$ cat src/rtl/alu_pkg.sv
// Shared constants and types for the accumulator execute stage.
package alu_pkg;

    localparam int unsigned WIDTH_DEF   = 16;
    localparam int unsigned SEL_W_DEF   = 12;
    localparam int unsigned SHAMT_W_DEF = 4;

    // Bit positions within the one-hot select from the opcode decoder
    localparam int unsigned SEL_AND     = 0;
    localparam int unsigned SEL_OR      = 1;
    localparam int unsigned SEL_NOT     = 2;
    localparam int unsigned SEL_XOR     = 3;
    localparam int unsigned SEL_NAND    = 4;
    localparam int unsigned SEL_NOR     = 5;
    localparam int unsigned SEL_XNOR    = 6;
    localparam int unsigned SEL_ADD     = 7;
    localparam int unsigned SEL_SUB     = 8;
    localparam int unsigned SEL_SHRIGHT = 9;
    localparam int unsigned SEL_SHLEFT  = 10;
    localparam int unsigned SEL_CLEAR   = 11;

    typedef enum logic {
        IDLE  = 1'b0,
        SHIFT = 1'b1
    } state_e;

endpackage

$ cat src/rtl/alu_comb_unit.sv
// Combinational single-cycle result, carry and overflow for the accumulator.
module alu_comb_unit
    import alu_pkg::*;
#(
    parameter int unsigned WIDTH = WIDTH_DEF,
    parameter int unsigned SEL_W = SEL_W_DEF
) (
    input  logic [WIDTH-1:0] acc,
    input  logic [WIDTH-1:0] b,
    input  logic [SEL_W-1:0] sel,
    output logic [WIDTH-1:0] res_c,
    output logic             carry_c,
    output logic             ovf_c,
    output logic             legal_c
);

    localparam int unsigned MSB = WIDTH - 1;

    logic [WIDTH:0] sum;
    logic [WIDTH:0] diff;

    assign sum  = {1'b0, acc} + {1'b0, b};
    assign diff = {1'b0, acc} - {1'b0, b};

    // Exactly one select bit set
    assign legal_c = (sel != '0) && ((sel & (sel - SEL_W'(1))) == '0);

    always_comb begin
        res_c   = acc;
        carry_c = 1'b0;
        ovf_c   = 1'b0;
        case (1'b1)
            sel[SEL_AND]:   res_c = acc & b;
            sel[SEL_OR]:    res_c = acc | b;
            sel[SEL_NOT]:   res_c = ~acc;
            sel[SEL_XOR]:   res_c = acc ^ b;
            sel[SEL_NAND]:  res_c = ~(acc & b);
            sel[SEL_NOR]:   res_c = ~(acc | b);
            sel[SEL_XNOR]:  res_c = ~(acc ^ b);
            sel[SEL_ADD]: begin
                res_c   = sum[WIDTH-1:0];
                carry_c = sum[WIDTH];
                ovf_c   = (acc[MSB] == b[MSB]) && (sum[MSB] != acc[MSB]);
            end
            sel[SEL_SUB]: begin
                res_c   = diff[WIDTH-1:0];
                carry_c = diff[WIDTH];
                ovf_c   = (acc[MSB] != b[MSB]) && (diff[MSB] != acc[MSB]);
            end
            sel[SEL_CLEAR]: res_c = '0;
            default:        res_c = acc;
        endcase
    end

endmodule

$ cat src/rtl/alu_accum_exec.sv
// Accumulator execute stage: single-cycle ops plus iterative 1-bit-per-clock shifts.
module alu_accum_exec
    import alu_pkg::*;
#(
    parameter int unsigned WIDTH   = WIDTH_DEF,
    parameter int unsigned SEL_W   = SEL_W_DEF,
    parameter int unsigned SHAMT_W = SHAMT_W_DEF
) (
    input  logic             clk,
    input  logic             rst_n,
    input  logic             in_valid,
    output logic             in_ready,
    input  logic [SEL_W-1:0] sel,
    input  logic [WIDTH-1:0] b,
    output logic [WIDTH-1:0] acc_out,
    output logic             out_valid,
    output logic             flag_z,
    output logic             flag_c,
    output logic             flag_v,
    output logic             flag_err
);

    localparam int unsigned MSB = WIDTH - 1;

    state_e             state_q,     state_d;
    logic [WIDTH-1:0]   acc_q,       acc_d;
    logic [SHAMT_W-1:0] cnt_q,       cnt_d;
    logic               dir_left_q,  dir_left_d;
    logic               in_ready_q,  in_ready_d;
    logic               out_valid_q, out_valid_d;
    logic               flag_z_q,    flag_z_d;
    logic               flag_c_q,    flag_c_d;
    logic               flag_v_q,    flag_v_d;
    logic               flag_err_q,  flag_err_d;

    logic [WIDTH-1:0]   comb_res;
    logic               comb_carry;
    logic               comb_ovf;
    logic               comb_legal;

    logic               accept;
    logic               is_shift;
    logic [SHAMT_W-1:0] shamt;
    logic               step_left;
    logic [WIDTH-1:0]   step_res;
    logic               step_out;

    alu_comb_unit #(
        .WIDTH (WIDTH),
        .SEL_W (SEL_W)
    ) u_comb (
        .acc     (acc_q),
        .b       (b),
        .sel     (sel),
        .res_c   (comb_res),
        .carry_c (comb_carry),
        .ovf_c   (comb_ovf),
        .legal_c (comb_legal)
    );

    assign accept   = in_valid && in_ready_q;
    assign is_shift = sel[SEL_SHRIGHT] || sel[SEL_SHLEFT];
    assign shamt    = b[SHAMT_W-1:0];

    // One-bit logical shift step; direction latched while iterating
    always_comb begin
        step_left = (state_q == IDLE) ? sel[SEL_SHLEFT] : dir_left_q;
        if (step_left) begin
            step_res = {acc_q[WIDTH-2:0], 1'b0};
            step_out = acc_q[MSB];
        end else begin
            step_res = {1'b0, acc_q[WIDTH-1:1]};
            step_out = acc_q[0];
        end
    end

    always_comb begin
        state_d     = state_q;
        acc_d       = acc_q;
        cnt_d       = cnt_q;
        dir_left_d  = dir_left_q;
        out_valid_d = 1'b0;
        flag_z_d    = flag_z_q;
        flag_c_d    = flag_c_q;
        flag_v_d    = flag_v_q;
        flag_err_d  = flag_err_q;

        case (state_q)
            IDLE: begin
                if (accept) begin
                    if (!comb_legal) begin
                        out_valid_d = 1'b1;
                        flag_c_d    = 1'b0;
                        flag_v_d    = 1'b0;
                        flag_err_d  = 1'b1;
                    end else if (is_shift) begin
                        flag_v_d   = 1'b0;
                        flag_err_d = 1'b0;
                        if (shamt == '0) begin
                            out_valid_d = 1'b1;
                            flag_c_d    = 1'b0;
                        end else begin
                            acc_d      = step_res;
                            cnt_d      = shamt - SHAMT_W'(1);
                            dir_left_d = sel[SEL_SHLEFT];
                            if (shamt == SHAMT_W'(1)) begin
                                out_valid_d = 1'b1;
                                flag_c_d    = step_out;
                            end else begin
                                state_d = SHIFT;
                            end
                        end
                    end else begin
                        acc_d       = comb_res;
                        out_valid_d = 1'b1;
                        flag_c_d    = comb_carry;
                        flag_v_d    = comb_ovf;
                        flag_err_d  = 1'b0;
                    end
                end
            end
            SHIFT: begin
                acc_d = step_res;
                cnt_d = cnt_q - SHAMT_W'(1);
                if (cnt_q == SHAMT_W'(1)) begin
                    state_d     = IDLE;
                    out_valid_d = 1'b1;
                    flag_c_d    = step_out;
                end
            end
            default: state_d = IDLE;
        endcase

        // Zero flag always reflects the accumulator as it will be after this result
        if (out_valid_d) begin
            flag_z_d = (acc_d == '0);
        end
        in_ready_d = (state_d == IDLE);
    end

    always_ff @(posedge clk or negedge rst_n) begin
        if (!rst_n) begin
            state_q     <= IDLE;
            acc_q       <= '0;
            cnt_q       <= '0;
            dir_left_q  <= 1'b0;
            in_ready_q  <= 1'b1;
            out_valid_q <= 1'b0;
            flag_z_q    <= 1'b0;
            flag_c_q    <= 1'b0;
            flag_v_q    <= 1'b0;
            flag_err_q  <= 1'b0;
        end else begin
            state_q     <= state_d;
            acc_q       <= acc_d;
            cnt_q       <= cnt_d;
            dir_left_q  <= dir_left_d;
            in_ready_q  <= in_ready_d;
            out_valid_q <= out_valid_d;
            flag_z_q    <= flag_z_d;
            flag_c_q    <= flag_c_d;
            flag_v_q    <= flag_v_d;
            flag_err_q  <= flag_err_d;
        end
    end

    assign in_ready  = in_ready_q;
    assign acc_out   = acc_q;
    assign out_valid = out_valid_q;
    assign flag_z    = flag_z_q;
    assign flag_c    = flag_c_q;
    assign flag_v    = flag_v_q;
    assign flag_err  = flag_err_q;

endmodule
$ cat config.mk
export PLATFORM = sky130hd
export DESIGN_NAME = alu_accum_exec
export DESIGN_NICKNAME = d
export VERILOG_FILES = /design/src/rtl/alu_pkg.sv /design/src/rtl/alu_comb_unit.sv /design/src/rtl/alu_accum_exec.sv
export SDC_FILE = /design/constraint.sdc
export NUM_CORES = 1
export LEC_CHECK = 0
export ABC_CLOCK_PERIOD_IN_PS = 3600
export CAP_MARGIN = 20
export CELL_PAD_IN_SITES_DETAIL_PLACEMENT = 1
export CELL_PAD_IN_SITES_GLOBAL_PLACEMENT = 2
export CORE_MARGIN = 2
export CORE_UTILIZATION = 38
export CTS_CLUSTER_DIAMETER = 30
export DETAILED_ROUTE_END_ITERATION = 10
export DONT_BUFFER_PORTS = 1
export PLACE_DENSITY_LB_ADDON = 0.08
export SLEW_MARGIN = 10
export SYNTH_ARGS = -nofsm -noshare
export SYNTH_HDL_FRONTEND = slang
export SYNTH_SLANG_ARGS = --single-unit
$ cat constraint.sdc
create_clock -name clk -period 3.6 [get_ports clk]
set_input_delay 0.9 -clock clk [delete_from_list [all_inputs] [get_ports clk]]
set_output_delay 0.9 -clock clk [all_outputs]
set_load 0.05 [all_outputs]
==> summary by stage, run 1 <==
Setup path
Of all nets on the critical path, the largest fanout is 6. The number of buffer and inverter instances along the worst setup path is 1. The type of the worst setup path is in -> reg. At the worst endpoint, the arrival time is between 3 and 4 ns.

The element type at the critical path start is a primary input. The number of cells on the critical path is 12. The type of destination of the critical path is a flop. The delay of the slowest cell on the worst path is approximately 0.50 ns. The depth of the most critical reg-to-reg path is 15. The cell type of the slowest stage on the worst timing path is sky130_fd_sc_hd__or4_1.

The required time of the critical path is 3.79 ns. The cell family contributing the most delay on the critical path is compound AO/OA/AOI/OAI gates. The signal on the critical path passes through ha_2 > fa_2 > a21o_1 > a221oi_2 > buf_4 > o21bai_1 > a21oi_1 > o221ai_1 > a31oi_1 > o21ai_0 > or4_1 > o32ai_2.

Final layout
The share of post-route cells with drive strength above 1 is 0.284. After routing the design area is 0.00744 sq mm. Once layout is complete, the cells apart from fillers number 1142. 0 antenna diodes ended up in the layout. The count of nets after finishing is approximately 1000.

Compared with the post-synthesis result, the final layout area differs by 29.9%.

Power
The power density over cell area is roughly 460 mW/mm^2. The completed layout was analyzed and its total power is ~3.4 mW. The largest vdd supply drop is roughly 290 uV.

The analysis attributes to cell leakage a power of 3.15 nW.

CTS
The tree is rooted in a sky130_fd_sc_hd__clkbuf_16. The total clock sinks is 28. The number of buffers created by CTS is 3. The H-tree level count is 1.

TritonCTS built the clock tree. The clock slew seen by the registers of the worst setup and hold paths is approximately 0.08 ns. Clock latency on the worst-skew pair, taken at its later pin, is roughly 0.27 ns. The clock passes through at most 2 buffers.

Timing
The worst path in the final design needs a cycle of 3.75 ns, including I/O delays and setup. The total count of hold-check failures in the final report came to 0. The worst-case clock skew is roughly 0.0077 ns. The part of the cycle the worst path needs is 1.04.

The count of final max-slew check failures came to 0. Derived from the worst setup path, the maximum achievable clock frequency is about 270 MHz. The final total negative setup slack is -0.150 ns.

The max-slew headroom at the worst pin is 0.400. The count of final setup violators is 1. In the post-route analysis, the smallest setup slack over all paths is -0.150 ns. Setup repair after global routing could not meet its margin everywhere.

The slew at the pin closest to its max-slew limit is roughly 0.9 ns. Hold timing on the final database bottoms out at a slack of about 0.31 ns.

Global routing
The first global-routing pass estimated between 40000 and 50000 um of wire. The number of antenna violations at the first check in global routing is 0. The total global routing overflow is 0. Entering global routing, the biggest net connects 33 pins. The number of global-route vias before repair is 8037. The overall routing resource usage is 0.380.

Synth
The sequential cell area fraction in the yosys report is 0.123. Averaged over all synthesized cells, the footprint is about 7 sq um. The synthesized netlist net count is around 910. For this run, the number of Yosys warnings is 0. The most common flop cell mapped by yosys is sky130_fd_sc_hd__dfrtp_1. The share of Yosys cell area claimed by the top area cell type is 0.118. Yosys mapped a number of flops with a built-in enable equal to 0.

Counting distinct cell types in the post-synthesis netlist gives slightly above 80. The largest total area in the synthesized netlist belongs to sky130_fd_sc_hd__dfrtp_1. In this run, synthesis produced a sequential element count of 28.

In this run the cell area of the synthesized design comes to roughly 0.0057 sq mm. The number of standard cells after synthesis is between 800 and 900. The share of async-settable or async-resettable flops after synthesis is 1.00. After synthesis, the cell types taking the most area are sky130_fd_sc_hd__dfrtp_1 12%, sky130_fd_sc_hd__ha_1 12%, sky130_fd_sc_hd__a21oi_1 7.3%, sky130_fd_sc_hd__o21ai_0 5.2%, sky130_fd_sc_hd__nor2_1 4.7%.

Floorplan
The area of the die is 0.0161 sq mm. The die is roughly 130 um wide. For this configuration, the core starts out at a cell density of 0.391. In this run the count of I/O pins placed on the die edge is 53. The placement row count is 44. The floorplan step defined a core boundary enclosing about 0.015 sq mm. The floorplan die height is around 130 um.

Placed design
In this run the cell area measured after placement is about 0.0072 sq mm. The number of input and output port buffers inserted is 0. The HPWL after detailed placement is roughly 24000 um. Including well taps, the total number of placed cells is 1136. The final RePlAce weighted congestion is ~1.0.

Routing
The average vias per placed instance is roughly 6.6. The wire length per cell is around 27 um. Across all layers, the routed design uses about 7600 vias. The number of violations reported at the end of detailed-routing iteration 0 is approximately 710. The count of unresolved DRC violations after routing is 0. The number of search-and-repair iterations in the first detailed-routing pass is 5.

The count of antenna-violating nets left after detailed routing is 0. After detailed routing, the total wire length is 31200 um.

Status
The final reports fail on setup timing. The flow ran to the end, but the final reports show violations.

Job
The tool flagged a number of max-cap violations equal to 0.

Worst hold path
The classification of the worst-slack hold path is in -> async.
-- cells in the final DEF, fill, tap and decap left out, drive strengths merged, types with 14 or more instances in the layout --
cell and n:
a21oi 87, nor3 22, buf 193, o211ai 15
mux2i 14, a221oi 17, nor2 72, a211oi 25
nand2 64, nand3 21, ha 53, o21ai 61
inv 63, dfrtp 27
-- cell usage after synthesis (all sizes together) (4+ instances only) --
cell     number
o21ai        61
o21a          5
o2111ai       6
nor4          9
a21o          5
o221ai        6
or2           8
nand2b       12
a22oi         4
ha           53
a21oi        87
and2          5
inv          63
dfrtp        27
a211o         4
a221o         7
and3          9
buf          12
clkbuf       49
o211ai       15
o311a         4
nor3         22
nand4         8
o21bai        6
a211oi       25
nor2         72
mux2i        14
o22ai         4
nand3        21
o31a          5
a221oi       17
o31ai        13
a31oi        10
a2111oi      12
or3           6
or4           4
xnor2        12
nor2b        12
nand2        64
-- state kept, by name (all words and copies together) (netlist names) --
name	flops
in_ready	1
flag_err	1
flag_v	1
out_valid	1
state_q	1
dir_left_q	1
flag_z	1
flag_c	1
acc_out	16
cnt_q	4
-- worst register-to-register path, stage by stage, from the launching register on --
cell and delay (ns):
sky130_fd_sc_hd__dfrtp_2 0.42, sky130_fd_sc_hd__inv_1 0.08, sky130_fd_sc_hd__ha_2 0.19, sky130_fd_sc_hd__inv_2 0.05
sky130_fd_sc_hd__fa_2 0.43, sky130_fd_sc_hd__nor3b_4 0.18, sky130_fd_sc_hd__o31ai_2 0.30, sky130_fd_sc_hd__buf_4 0.19
sky130_fd_sc_hd__a21oi_2 0.07, sky130_fd_sc_hd__mux2i_1 0.12, sky130_fd_sc_hd__o211ai_1 0.32, sky130_fd_sc_hd__a41oi_2 0.21
sky130_fd_sc_hd__nor2_2 0.19, sky130_fd_sc_hd__o2111ai_2 0.12, sky130_fd_sc_hd__or4_4 0.44, sky130_fd_sc_hd__o32ai_2 0.21
-- per-stage QoR --
step                      setup slack [ns]   util
after floorplan                   0.000841      -
after global placement              -0.657  0.492
after CTS                           -0.119  0.503
after global routing                -0.206  0.508
after detailed placement            -0.755  0.492
final                               -0.150  0.508
-- logic make-up after synthesis --
family	count (synthesis)	share of synthesized area
fa+ha+maj	56	0.124
buf+inv	125	0.0863
compound gates	321	0.391
mux	16	0.0284
xor+xnor	15	0.0229
simple gates	261	0.224
flops	28	0.123
-- worst paths after layout --
| path | startpoint | end | slack (ns) |
|---|---|---|---|
| worst min register to register | cnt_q[0] | cnt_q[0] | 0.56 |
| max in group asynchronous | rst_n | in_ready | 3.11 |
| worst max register to register | acc_out[0] | flag_z | 0.01 |
| min in group clk | cnt_q[0] | cnt_q[0] | 0.56 |
| worst max-delay path | b[0] | flag_z | -0.15 |
| worst min-delay path | rst_n | acc_out[9] | 0.31 |
-- per-layer routing --
layer | track usage | share of wire | vias up
li1 | - | - | 3336
met1 | 0.479 | 0.41 | 3734
met2 | 0.643 | 0.46 | 407
met3 | 0.0721 | 0.088 | 96
met4 | 0.151 | 0.047 | 0
met5 | 0 | 0 | -
-- area by class of cell --
cell class | instances | area (sq um)
clock buffer | 4 | 78.8
inverter | 64 | 240
timing repair buffer | 193 | 1450
tap | 184 | 230
sequential | 28 | 704
multi-input combinational | 669 | 4740
fill | 1878 | 7200
-- report_power, final --
group / internal [mW] / switching (mW)
registers: 0.383 / 0.0584
logic: 1.12 / 1.60
clock network: 0.153 / 0.129
-- repair_timing --
item,4_1_cts,5_1_grt
hold buffers,0,0
pin swaps,2,11
buffers inserted,0,2
endpoints found under the setup margin,2,2
endpoints found under the hold margin,0,0
resized for setup,19,15
Note: power is estimated with default switching activity, not from simulation.
==> run 2, diff against run 1 <==
--- a/config.mk
+++ b/config.mk
@@ -11,7 +11,7 @@
 export CELL_PAD_IN_SITES_GLOBAL_PLACEMENT = 2
 export CORE_MARGIN = 2
 export CORE_UTILIZATION = 38
-export CTS_CLUSTER_DIAMETER = 30
+export CTS_CLUSTER_DIAMETER = 40
 export DETAILED_ROUTE_END_ITERATION = 10
 export DONT_BUFFER_PORTS = 1
 export PLACE_DENSITY_LB_ADDON = 0.08
==> results of run 2 <==
No change in the layout: final DEF, timing and power equal those of run 1.
==> run 3, diff against run 2 <==
==> constraint.sdc (replaced) <==
create_clock -name clk -period 3.6 [get_ports clk]
set_input_delay 0.36 -clock clk [delete_from_list [all_inputs] [get_ports clk]]
set_output_delay 0.36 -clock clk [all_outputs]
set_load 0.05 [all_outputs]
==> summary by stage, run 3 (synthesized netlist as in run 1, its figures left out) <==
Setup path
The data arrival at the endpoint of the critical path is 3.84 ns. The worst register-to-register path begins at acc_out[0]. The biggest fanout along the worst timing path is 2. The critical path starts at acc_out[0]. The register-to-register setup slack is -0.05 ns. The worst setup path endpoint is flag_z. STA puts the critical path data required time at 3.79 ns. The endpoint identified for the worst register-to-register timing path is flag_z. The worst register-to-register path has a depth of 16. The type of destination of the critical path is a flop. The type of the worst setup path is reg -> reg.

STA classifies the critical path startpoint as a flop.

Timing
The worst-case clock skew is around 0.0041 ns. The total count of hold-check failures in the final report is 0. Setup repair after global routing could not meet its margin everywhere. Derived from the worst setup path, the maximum achievable clock frequency is 274 MHz.

At the pin with the least slew margin, the transition time is between 1 and 1.5 ns. The final worst-path setup slack is -0.0503 ns. Measured against its own limit, the worst slew margin works out to 0.235. The count of final max-slew check failures is 0. The final period demand of the worst path is between 3 and 4 ns. The count of final setup violators is 1. Hold timing on the final database bottoms out at a slack of approximately 0.24 ns. The part of the cycle the worst path needs is 1.01.

Placed design
In this run, placement finished with an instance count of approximately 1100. During placement, the flow inserted port buffers numbering 0. Before CTS, the worst setup slack after placement is -0.250 ns. Routability-driven placement finished with a final weighted congestion of roughly 0.97.

The cell area reported after detailed placement is between 0.006 and 0.007 sq mm. The HPWL after detailed placement is ~24000 um.

Final layout
The share of post-route cells with drive strength above 1 is 0.277. The antenna diode count is 0. The final cell area excluding filler cells is ~0.0073 sq mm. Leaving out fill and tap cells, the most frequent cells in the layout are 148 x sky130_fd_sc_hd__buf_4, 79 x sky130_fd_sc_hd__a21oi_1, 67 x sky130_fd_sc_hd__nor2_1. After the last flow step, the layout net total stands at approximately 1000.

The area growth from synthesis to layout is 27.5%. The finished layout holds between 1000 and 1500 standard cells, fillers aside. The flip-flop count of the largest register after layout is 16. For this run, the share of the core covered by cells in the final layout is 0.499. Leaving out fill and tap cells, the most frequent cell in the layout is sky130_fd_sc_hd__buf_4.

Floorplan
The floorplan has 44 rows. The number of top-level design ports is between 50 and 60. The die covers 0.0161 sq mm. The placeable core region is roughly 0.015 sq mm. The floorplan die height is around 130 um.

The width of the die is ~130 um. The effective utilization at floorplan is 0.391.

Global routing
The number of antenna violations at the first check in global routing was 0. Entering global routing, the biggest net connects 33 pins. The layer flagged by global routing as most heavily used is met2. The first global-routing pass estimated 47800 um of wire. The met3 demand-to-capacity share in global routing is 0.0793. The overall routing resource usage is 0.388.

The global-route met2 utilization is 0.649. The routing usage on met1 is 0.484. The number of global-route vias before repair is between 7000 and 8000. The total global routing overflow is 0.

Power
The proportion of power drawn by combinational gates is 0.789. In this run the power spent charging and discharging nets is 1.88 mW. The share of total power dissipated in the clock network is 0.083. Of the total power, the share spent switching nets is 0.524. Across the VDD grid, the largest voltage drop is ~330 uV. Summed over all cells, the static leakage comes to 2.96 nW.

The power density over cell area is a little under 500 mW/mm^2. The share of total power in sequential cells is 0.128. The internal power is approximately 1.7 mW.

CTS
The clock tree from TritonCTS is yes. The clock passes through at most 2 buffers. The H-tree level count is 1. The clock slew seen by the registers of the worst setup and hold paths is 0.09 ns. The clock latency reported for the late side of the worst-skew pair is 0.28 ns.

TritonCTS created 3 clock buffers. The buffer type at the clock tree root is sky130_fd_sc_hd__clkbuf_16. The total clock sinks is 28.

Routing
The detailed-route wire length is approximately 32000 um. The average vias per placed instance is 6.95. The wire length per cell is slightly below 30 um. The count of antenna-violating nets left after detailed routing is 0. The number of violations reported at the end of detailed-routing iteration 0 is around 800. Before antenna repair, the detailed router went through 5 iterations. The routed via count is around 7700. The count of unresolved DRC violations after routing is 0.

Job
The total of max-cap violations is 0.

Worst hold path
The classification of the worst-slack hold path is in -> reg. The number of cells on the worst hold path is 1.

Status
The final reports fail on setup timing. The run finished, with violations left.
==> run 3: cell count changes in the layout (fill, tap and decap cells not counted), moves of 3 or more <==
cell / change
sky130_fd_sc_hd__dfrtp_2: +5
sky130_fd_sc_hd__inv_2: +3
sky130_fd_sc_hd__ha_2: -5
sky130_fd_sc_hd__inv_1: -3
sky130_fd_sc_hd__dfrtp_1: -5
sky130_fd_sc_hd__buf_4: -45
sky130_fd_sc_hd__ha_4: +5
sky130_fd_sc_hd__nor2_2: +3
==> run 3: worst min-delay path by stage <==
| stage | endpoint | slack, ns | from |
|---|---|---|---|
| 6_report | dir_left_q | 0.24 | sel[10] |
| 5_1_grt | dir_left_q | 0.24 | sel[10] |
| 4_1_cts | dir_left_q | 0.24 | sel[10] |
| 3_5_place_dp | acc_out[13] | 0.07 | rst_n |
| 3_3_place_gp | flag_err | 0.07 | rst_n |
| 2_1_floorplan | acc_out[0] | 0.06 | rst_n |
==> run 3: final cells by class <==
class,count,area (sq um)
Clock buffer,4,78.8
Fill cell,1855,7340
Tap cell,184,230
Timing Repair Buffer,153,1180
Multi-Input combinational cell,669,4870
Sequential cell,28,711
Inverter,64,240
==> run 3: routing by layer <==
metal	share of wire	vias up	routed length, um
met2	0.46	531	15000
met4	0.048	0	1540
met3	0.099	111	3210
met1	0.39	3767	12600
li1	-	3253	-
met5	0	-	0
==> run 3: critical path, cell delays in order, from the launching register on <==
cell,delay [ns]
sky130_fd_sc_hd__dfrtp_2,0.42
sky130_fd_sc_hd__inv_2,0.09
sky130_fd_sc_hd__ha_4,0.14
sky130_fd_sc_hd__inv_2,0.04
sky130_fd_sc_hd__fa_2,0.37
sky130_fd_sc_hd__nor3b_4,0.17
sky130_fd_sc_hd__o31ai_2,0.25
sky130_fd_sc_hd__buf_4,0.20
sky130_fd_sc_hd__a2111oi_4,0.08
sky130_fd_sc_hd__nor3_2,0.19
sky130_fd_sc_hd__buf_4,0.15
sky130_fd_sc_hd__o21bai_4,0.06
sky130_fd_sc_hd__xnor2_2,0.16
sky130_fd_sc_hd__a221oi_2,0.30
sky130_fd_sc_hd__o31ai_2,0.11
sky130_fd_sc_hd__or4_4,0.56
sky130_fd_sc_hd__o32ai_4,0.26
==> run 3: what timing repair did <==
action | CTS | global route
setup buffers | 1 | 12
gates resized for setup | 34 | 42
pin swaps | 12 | 31
hold buffers | 2 | 0
endpoints found under the setup margin | 1 | 1
hold endpoints to repair | 28 | 0
==> run 3: per-stage QoR <==
stage | TNS (ns) | total power [mW]
after global placement | -0.152 | 2.85
after detailed placement | -0.250 | 2.92
after CTS | 0 | 3.29
after floorplan | 0 | 1.88
final | -0.0503 | 3.58
after global routing | -0.137 | 3.75
==> run 3: power by group through the flow <==
stage / registers [mW] / clock network (mW) / logic, mW
after floorplan: 0.667 / 0 / 1.22
after global placement: 0.454 / 0 / 2.40
after detailed placement: 0.460 / 0 / 2.46
after CTS: 0.456 / 0.298 / 2.54
after global routing: 0.466 / 0.303 / 2.98
final: 0.458 / 0.297 / 2.82
